<file path="src/rtl/e203_itcm_ifu_slv.sv">
// ICB responder for the IFU fetch port of the ITCM: one outstanding read, 1-cycle SRAM latency, holdup tracking.
// Optional per-byte even parity checking is enabled by defining E203_ITCM_PARITY_EN.
module e203_itcm_ifu_slv #(
  parameter int AW         = 16,
  parameter int DW         = 64,
  parameter int ITCM_BYTES = 65536
) (
  input  logic            clk,
  input  logic            rst,
  input  logic            icb_cmd_valid,
  output logic            icb_cmd_ready,
  input  logic [AW-1:0]   icb_cmd_addr,
  output logic            icb_rsp_valid,
  input  logic            icb_rsp_ready,
  output logic            icb_rsp_err,
  output logic [DW-1:0]   icb_rsp_rdata,
  output logic            holdup,
  output logic            sram_cs,
  output logic [AW-4:0]   sram_addr,
  input  logic [DW-1:0]   sram_dout,
  input  logic            ext_cs,
  output logic            itcm_active
`ifdef E203_ITCM_PARITY_EN
  ,
  input  logic [DW/8-1:0] sram_par
`endif
);

  localparam logic [32:0] LIMIT = 33'(ITCM_BYTES);

  logic          pend;
  logic          first;
  logic          err_q;
  logic          par_q;
  logic          hold_q;
  logic [DW-1:0] rdat_q;

  logic          accept;
  logic          rsp_hs;
  logic          in_range;
  logic          par_bad_now;

  assign in_range      = (33'(icb_cmd_addr) < LIMIT);
  assign rsp_hs        = pend & icb_rsp_ready;
  assign icb_cmd_ready = ~pend | rsp_hs;
  assign accept        = icb_cmd_valid & icb_cmd_ready;

  assign sram_cs       = accept & in_range;
  assign sram_addr     = icb_cmd_addr[AW-1:3];
  assign itcm_active   = pend | icb_cmd_valid;

`ifdef E203_ITCM_PARITY_EN
  logic [DW/8-1:0] byte_bad;

  // NOTE: every variable written in always_comb gets a default first, so no latch can be inferred.
  always_comb begin
    byte_bad = '0;
    for (int i = 0; i < DW/8; i++) begin
      byte_bad[i] = (^sram_dout[8*i +: 8]) ^ sram_par[i];
    end
  end

  assign par_bad_now = |byte_bad;
`else
  assign par_bad_now = 1'b0;
`endif

  // In the first response cycle the SRAM drives the data directly; afterwards the captured copy
  // is used, since another master may overwrite the SRAM output while the response is stalled.
  assign icb_rsp_valid = pend;
  assign icb_rsp_err   = pend & (err_q | (first ? par_bad_now : par_q));
  assign icb_rsp_rdata = err_q ? '0 : (first ? sram_dout : rdat_q);
  assign holdup        = hold_q;

  // NOTE: sequential state uses non-blocking assignments so every flop samples pre-edge values.
  always_ff @(posedge clk or posedge rst) begin
    if (rst) begin
      pend   <= 1'b0;
      first  <= 1'b0;
      err_q  <= 1'b0;
      par_q  <= 1'b0;
      hold_q <= 1'b0;
      rdat_q <= '0;
    end else begin
      if (accept) begin
        pend  <= 1'b1;
        err_q <= ~in_range;
      end else if (rsp_hs) begin
        pend  <= 1'b0;
      end
      first <= accept;

      if (first) begin
        rdat_q <= sram_dout;
        par_q  <= par_bad_now;
      end

      // A new IFU read re-establishes the line; a foreign access, an error fetch or bad parity loses it.
      if (ext_cs || (accept && !in_range)) begin
        hold_q <= 1'b0;
      end else if (sram_cs) begin
        hold_q <= 1'b1;
      end else if (first && par_bad_now && !err_q) begin
        hold_q <= 1'b0;
      end
    end
  end

endmodule

</file>
<file path="config.mk">
export PLATFORM = sky130hd
export DESIGN_NAME = e203_itcm_ifu_slv
export DESIGN_NICKNAME = d
export VERILOG_FILES = /design/src/rtl/e203_itcm_ifu_slv.sv
export SDC_FILE = /design/constraint.sdc
export NUM_CORES = 1
export LEC_CHECK = 0
export ABC_AREA = 1
export BUFFER_PORTS_ARGS = -buffer_cell sky130_fd_sc_hd__buf_2
export CAP_MARGIN = 20
export CORE_MARGIN = 1
export CORE_UTILIZATION = 29
export DETAILED_ROUTE_END_ITERATION = 10
export SYNTH_ARGS = -nofsm -noshare
export SYNTH_HDL_FRONTEND = slang
export SYNTH_SLANG_ARGS = --single-unit
</file>
<file path="constraint.sdc">
create_clock -name clk -period 5.85 [get_ports clk]
set_input_delay 0.585 -clock clk [delete_from_list [all_inputs] [get_ports clk]]
set_output_delay 0.585 -clock clk [all_outputs]
set_load 0.01 [all_outputs]
</file>
# Yosys cells after proc, flatten, opt, wreduce, memory -nomap -nowiden
# Index checks and enable logic that the tools add are counted.
# classes
mux	6
bitwise	6
reduce_logical	2
# ops
op	n
64-bit two-way mux	1
1-bit two-way mux	5
2-bit nonzero test	2
1-bit AND	3
1-bit bitwise OR	2
1-bit NOT	1
# totals
register_bits	68
inputBits	85
word_cells	19

# Depth between registers and ports, before layout
# Gate-level depths: netlist of the first run.
# logic_depth
word_depth	5
mapped_depth	4
mapped_depth_nobuf	4

# Worst setup path after synthesis of the first run
# Ideal clock, no wire load.
# synth_path
kind	reg2out
start	register first
end	output icb_rsp_rdata[28]
t_arrival_ns	1.014
required_ns	5.265
slack_ns	4.251
stages_incl_launch_ff	4
cell_sequence	dfrtp_1 -> buf_6 -> buf_2 -> o21ai_0
# synth_between
elab_chain_len	1
# synth_lines
element	line	source
start: declaration	32	logic first;
start signal: assignment	91	first <= accept;
64-bit two-way mux	n/a	
end: declaration	16	output logic [DW-1:0] icb_rsp_rdata,
# Every way passes these cells.

# Worst setup path in the final report of the first run
# layout_path
start	register first
end	output icb_rsp_rdata[27]
# The elaborated chain is that of the path after synthesis.

==> run_results.csv, run 1 <==
group,metric,value,unit
status,outcome,"complete, no violations",
detailed_routing,routed_via_density,3.89,
synthesis,ys_ff_latch,68,
worst_setup_path,critPathLaunchType,"flop",
detailed_routing,wl_per_cell,9.65,um
global_route,grt_overflow,0,
worst_setup_path,cp.arrival,1.81,ns
global_route,gr-usage-all-layers,11.0,%
global_route,antenna_found_initial,0,
floorplan,num_io_pins,168,
worst_setup_path,r2r_slack,4.43,ns
worst_setup_path,crit_chain,"buf_12 > nand2_1 > o21ai_0 > buf_2",
worst_setup_path,critical_path_required,5.27,ns
timing,setup_tns,0,ns
clocking,clockBufferDepth,2,
worst_setup_path,slowest_stage,"dfrtp_4",
placed_design,dp_hpwl,3630,um
detailed_routing,wl,5370,um
timing,setup_viol,0,
clocking,cts_resized,0,
worst_setup_path,cp-endpoint,"icb_rsp_rdata[27]",
timing,max_freq,417,MHz
timing,relSlewSlack,44.2,%
worst_setup_path,rr_endpoint,"rdat_q[20]$_DFF_PP0_",
floorplan,coreArea,9240,sq um
clocking,clk_latency,0.33,ns
floorplan,rows,35,
clocking,h-tree-depth,3,
clocking,cts_root_buf,"clkbuf_8",
synthesis,synthTopCellsByArea,"dfrtp_1 62%, o21ai_0 11%, inv_1 9.7%, nand2_1 9.3%, buf_4 4.9%",
placed_design,io_buffers,138,
synthesis,syn_area,2760,sq um
clocking,cts_buffers,9,
synthesis,ys.flop_type,"dfrtp_1",
worst_setup_path,crit_path_max_incr_delay,0.78,ns
synthesis,synth.avg_cell_area,9.17,sq um
clocking,cts_sinks,68,
timing,rsz0062_at_grt,"no",
detailed_routing,antenna_left,0,
run,maxCapViolCount,0,
final_layout,area_delta_synth_final,30.8,%
synthesis,synthArstFlopShare,100,%
synthesis,synthCells,301,
final_layout,nets,510,
pwr,p_leak,2.00,nW
floorplan,die_h,99.5,um
synthesis,ys_seq_area_share,61.7,%
clocking,cts_setup_buffers,0,
global_route,grt_max_degree,131,
worst_setup_path,r2r_start,"first$_DFF_PP0_",
pwr,max-vdd-ir-drop,0.114,mV
worst_setup_path,path_delay_family,"flip-flops",
hold_path,hp-class,"input port to flop",
synthesis,synth_top_area_cell,"dfrtp_1",
detailed_routing,drc_errors,0,
global_route,grt_first_pass_wirelength,8560,um
detailed_routing,routed-via-count,2164,
timing,final.setup_skew,0.0108,ns
final_layout,drive_above_1_share,36.2,%
synthesis,synth.most_common_cell,"inv_1",
worst_setup_path,ff2ff_path_depth,2,
synthesis,yosys_warnings,0,
timing,worst_pin_slew,0.837,ns
timing,finalMaxSlewViolations,0,
clocking,postCtsHoldBufs,0,
synthesis,synth_edf_count,0,
final_layout,n_antenna_cell,0,
synthesis,synth_fp_nets,386,
clocking,tritoncts,"built",
placed_design,place_congestion,0.701,
worst_setup_path,critPathMaxFanout,66,
worst_setup_path,critPathBufInv,2,
worst_setup_path,worst-path-stages,4,
clocking,clk_pin_slew,0.07,ns
floorplan,start_util,29.9,%
floorplan,die_area,9910,sq um
synthesis,synth_top_area_share,61.7,%
synthesis,synth_commonest_cells,"71 x inv_1, 68 x dfrtp_1, 68 x nand2_1",
synthesis,yosysUniqueCellTypes,12,
worst_setup_path,crit_path_end_kind,"output pin",
pwr,power_density,301,nW/um^2
global_route,grt_pass1_vias,1970,
detailed_routing,drtPass1Iterations,3,
timing,fin_crit,2.40,ns
worst_setup_path,crit_type,"flop to output pin",
timing,fin_crit_sh,41.0,%
final_layout,postLayoutCoreUtil,39.1,%
floorplan,dieWidth,99.5,um
worst_setup_path,setup.worst_path.start,"first$_DFF_PP0_",
detailed_routing,dr.first_iter.drc_count,84,
timing,hold_viol_final,0,
==> worst min path at each step <==
| stage | from | to | slack [ns] | depth (start not counted) |
|---|---|---|---|---|
| floorplan | par_q$_DFF_PP0_ | par_q$_DFF_PP0_ | 0.44 | 2 |
| global placement | par_q$_DFF_PP0_ | par_q$_DFF_PP0_ | 0.46 | 2 |
| detailed placement | par_q$_DFF_PP0_ | par_q$_DFF_PP0_ | 0.47 | 2 |
| CTS | ext_cs | holdup$_DFFE_PP0P_ | 0.37 | 2 |
| global route | ext_cs | holdup$_DFFE_PP0P_ | 0.38 | 2 |
| finish | ext_cs | holdup$_DFFE_PP0P_ | 0.40 | 2 |
==> layer usage <==
metal	GRT usage, %	part of all wire [%]
met4	6.11	1.6
met2	17.8	45
met5	0	0
met3	4.01	7.6
met1	12.7	46
==> power by group <==
part | switching (mW) | internal [mW]
clock | 0.162 | 0.172
combinational | 0.119 | 0.0819
sequential | 0.0225 | 0.529
total | 0.303 | 0.783
==> area by class of cell <==
cell class,count,area (sq um)
clock buffer,12,155
inverter,71,267
multi-input combinational,135,589
clock inverter,2,12.5
fill,991,5630
tap,129,161
sequential,68,1710
timing repair buffer,140,718
==> cell usage in the layout, fill, tap and decap left out <==
| cell type | count |
|---|---|
| clkbuf_8 | 11 |
| dfrtp_1 | 67 |
| a21oi_1 | 1 |
| buf_4 | 1 |
| nor3_1 | 1 |
| o21ai_1 | 4 |
| nand2_1 | 68 |
| clkinv_2 | 1 |
| nor2_1 | 1 |
| clkbuf_1 | 1 |
| buf_2 | 138 |
| buf_12 | 1 |
| inv_2 | 1 |
| clkinvlp_4 | 1 |
| inv_1 | 70 |
| dfrtp_4 | 1 |
| o21ai_0 | 60 |
==> through the flow <==
| stage | hold slack, ns | setup WS, ns | area (sq um) | std cells | total power, mW |
|---|---|---|---|---|---|
| 3_5_place_dp | 0.471 | 3.60 | 3420 | 542 | 0.763 |
| 3_3_place_gp | 0.463 | 3.65 | 3420 | 542 | 0.758 |
| 6_report | 0.395 | 3.45 | 3610 | 557 | 1.09 |
| 5_1_grt | 0.377 | 3.25 | 3610 | 557 | 1.16 |
| 4_1_cts | 0.369 | 3.21 | 3590 | 556 | 1.11 |
| 2_1_floorplan | 0.445 | 3.55 | 2760 | 301 | 0.679 |
==> worst register-to-register path: stages, from the launching register on <==
cell and delay [ns]:
dfrtp_4 0.78, buf_12 0.30, o21ai_0 0.20
==> state kept, by name, indices dropped and copies added, names as in the netlist <==
signal         cells
rdat_q            64
first              1
holdup             1
icb_rsp_valid      1
par_q              1
==> cell families (layout without fill, tap and decap cells) <==
logic type	count (synthesis)	after routing	share of synthesized area (%)
compound gates	65	65	11.8
buf+inv	98	225	17.0
flops	68	68	61.7
simple gates	70	70	9.57
No activity file was read; power rests on OpenSTA's default activity.
==> run 2: changes to the inputs <==
Clock period 5.85 ns to 2.5 ns, I/O delays scaled along.
==> run_results.csv, run 2 (synthesized netlist as in run 1, its figures left out) <==
group,metric,value,unit
status,outcome,"complete, no violations",
hold_path,hp-class,"input port to async pin",
timing,hold_viol_final,0,
clocking,postCtsHoldBufs,0,
timing,fin_hold_ws,0.0301,ns
global_route,grt_overflow,0,
worst_setup_path,crit_path_max_incr_delay,0.77,ns
worst_setup_path,critPathLaunchType,"flop",
timing,worst_pin_slew,0.725,ns
clocking,cts_buffers,9,
floorplan,dieWidth,99.5,um
detailed_routing,drtPass1Iterations,4,
floorplan,die_h,99.5,um
timing,max_freq,485,MHz
floorplan,num_io_pins,168,
pwr,power_density,705,nW/um^2
detailed_routing,wl,5410,um
final_layout,area_delta_synth_final,31.6,%
clocking,cts_sinks,68,
timing,setup_tns,0,ns
worst_setup_path,r2r_slack,1.08,ns
placed_design,place_congestion,0.699,
placed_design,dp_hpwl,3860,um
detailed_routing,drc_errors,0,
timing,rsz0062_at_grt,"no",
clocking,cts_setup_buffers,0,
detailed_routing,wl_per_cell,9.67,um
detailed_routing,routed-via-count,2179,
timing,finalMaxSlewViolations,0,
final_layout,drive_above_1_share,36.7,%
final_layout,top_register,"rdat_q",
worst_setup_path,cp.arrival,1.81,ns
timing,final.setup_skew,0.00690,ns
global_route,gr-usage-all-layers,11.0,%
global_route,antenna_found_initial,0,
worst_setup_path,crit_chain,"buf_12 > nand2_1 > o21ai_0 > buf_2",
worst_setup_path,crit_path_end_kind,"output pin",
final_layout,nets,510,
worst_setup_path,critPathBufInv,2,
detailed_routing,antenna_left,0,
clocking,clk_latency,0.34,ns
worst_setup_path,critical_path_required,2.25,ns
worst_setup_path,critPathMaxFanout,66,
worst_setup_path,crit_type,"flop to output pin",
clocking,cts_resized,0,
clocking,clockBufferDepth,2,
clocking,cts_root_buf,"clkbuf_8",
clocking,h-tree-depth,3,
pwr,p_leak,2.00,nW
run,maxCapViolCount,0,
worst_setup_path,slowest_stage,"dfrtp_4",
global_route,grt_max_degree,67,
global_route,grt_pass1_vias,1943,
floorplan,die_area,9910,sq um
placed_design,io_buffers,138,
timing,fin_crit_sh,82.5,%
final_layout,final_cell_mix,"138 x buf_2, 70 x inv_1, 68 x nand2_1",
timing,fin_crit,2.06,ns
detailed_routing,dr.first_iter.drc_count,30,
final_layout,n_antenna_cell,0,
final_layout,final_common_cell,"buf_2",
worst_setup_path,r2r_start,"first$_DFF_PP0_",
worst_setup_path,ff2ff_path_depth,2,
worst_setup_path,rr_endpoint,"rdat_q[19]$_DFF_PP0_",
worst_setup_path,worst-path-stages,4,
pwr,max-vdd-ir-drop,0.318,mV
floorplan,start_util,29.9,%
floorplan,rows,35,
worst_setup_path,setup.worst_path.start,"first$_DFF_PP0_",
worst_setup_path,cp-endpoint,"icb_rsp_rdata[19]",
clocking,clk_pin_slew,0.08,ns
timing,setup_viol,0,
worst_setup_path,path_delay_family,"flip-flops",
timing,relSlewSlack,51.6,%
global_route,grt_first_pass_wirelength,8420,um
floorplan,coreArea,9240,sq um
detailed_routing,routed_via_density,3.90,
clocking,tritoncts,"built",
final_layout,largest_reg_flops,64,
==> run 2: changes by cell type in the layout (fill, tap and decap cells not counted) <==
cell        change
clkbuf_1        -1
clkinv_2        +1
buf_12          +1
clkinvlp_4      +3
clkbuf_8        -1
buf_4           -1
==> run 2: cell type report <==
type / instances / area (sq um)
Clock inverter: 6 / 40.0
Multi-Input combinational cell: 135 / 589
Inverter: 71 / 267
Fill cell: 977 / 5610
Tap cell: 129 / 161
Clock buffer: 10 / 138
Sequential cell: 68 / 1710
Timing Repair Buffer: 140 / 731
==> run 2: where the power goes <==
group | internal (mW) | leakage (nW) | switching [mW]
Sequential | 1.24 | 0.831 | 0.0516
Combinational | 0.194 | 1.09 | 0.278
Clock | 0.382 | 0.0803 | 0.416
Total | 1.81 | 2.00 | 0.746
==> run 2: worst min path at each step <==
stage | start | cells past startpoint | endpoint | slack [ns]
after floorplan | ext_cs | 1 | holdup$_DFFE_PP0P_ | 0.31
final | rst | 2 | rdat_q[25]$_DFF_PP0_ | 0.03
after detailed placement | ext_cs | 2 | holdup$_DFFE_PP0P_ | 0.41
after global placement | rst | 2 | rdat_q[25]$_DFF_PP0_ | 0.40
after global routing | ext_cs | 2 | holdup$_DFFE_PP0P_ | 0.03
after CTS | ext_cs | 2 | holdup$_DFFE_PP0P_ | 0.03
==> run 2: layer usage <==
layer	vias up	routed length (um)	part of all wire (%)	track usage [%]
li1	1131	-	-	-
met1	955	2470	46	12.3
met2	86	2430	45	18.3
met3	7	443	8.2	5.27
met4	0	68	1.3	4.41
met5	-	0	0	0
==> run 2: worst reg2reg max path, stage by stage (launching register included) <==
cell and delay (ns):
dfrtp_4 0.77, buf_12 0.32, o21ai_0 0.18
==> run 2: through the flow <==
step	setup slack, ns	cells	cell area, sq um	utilization [%]	power, mW
6_report	0.438	559	3630	39.3	2.56
5_1_grt	0.233	559	3630	39.3	2.74
4_1_cts	0.386	559	3630	39.3	2.62
3_5_place_dp	0.781	543	3450	37.4	1.79
3_3_place_gp	0.804	543	3450	37.4	1.78
2_1_floorplan	0.538	301	2760	-	1.59
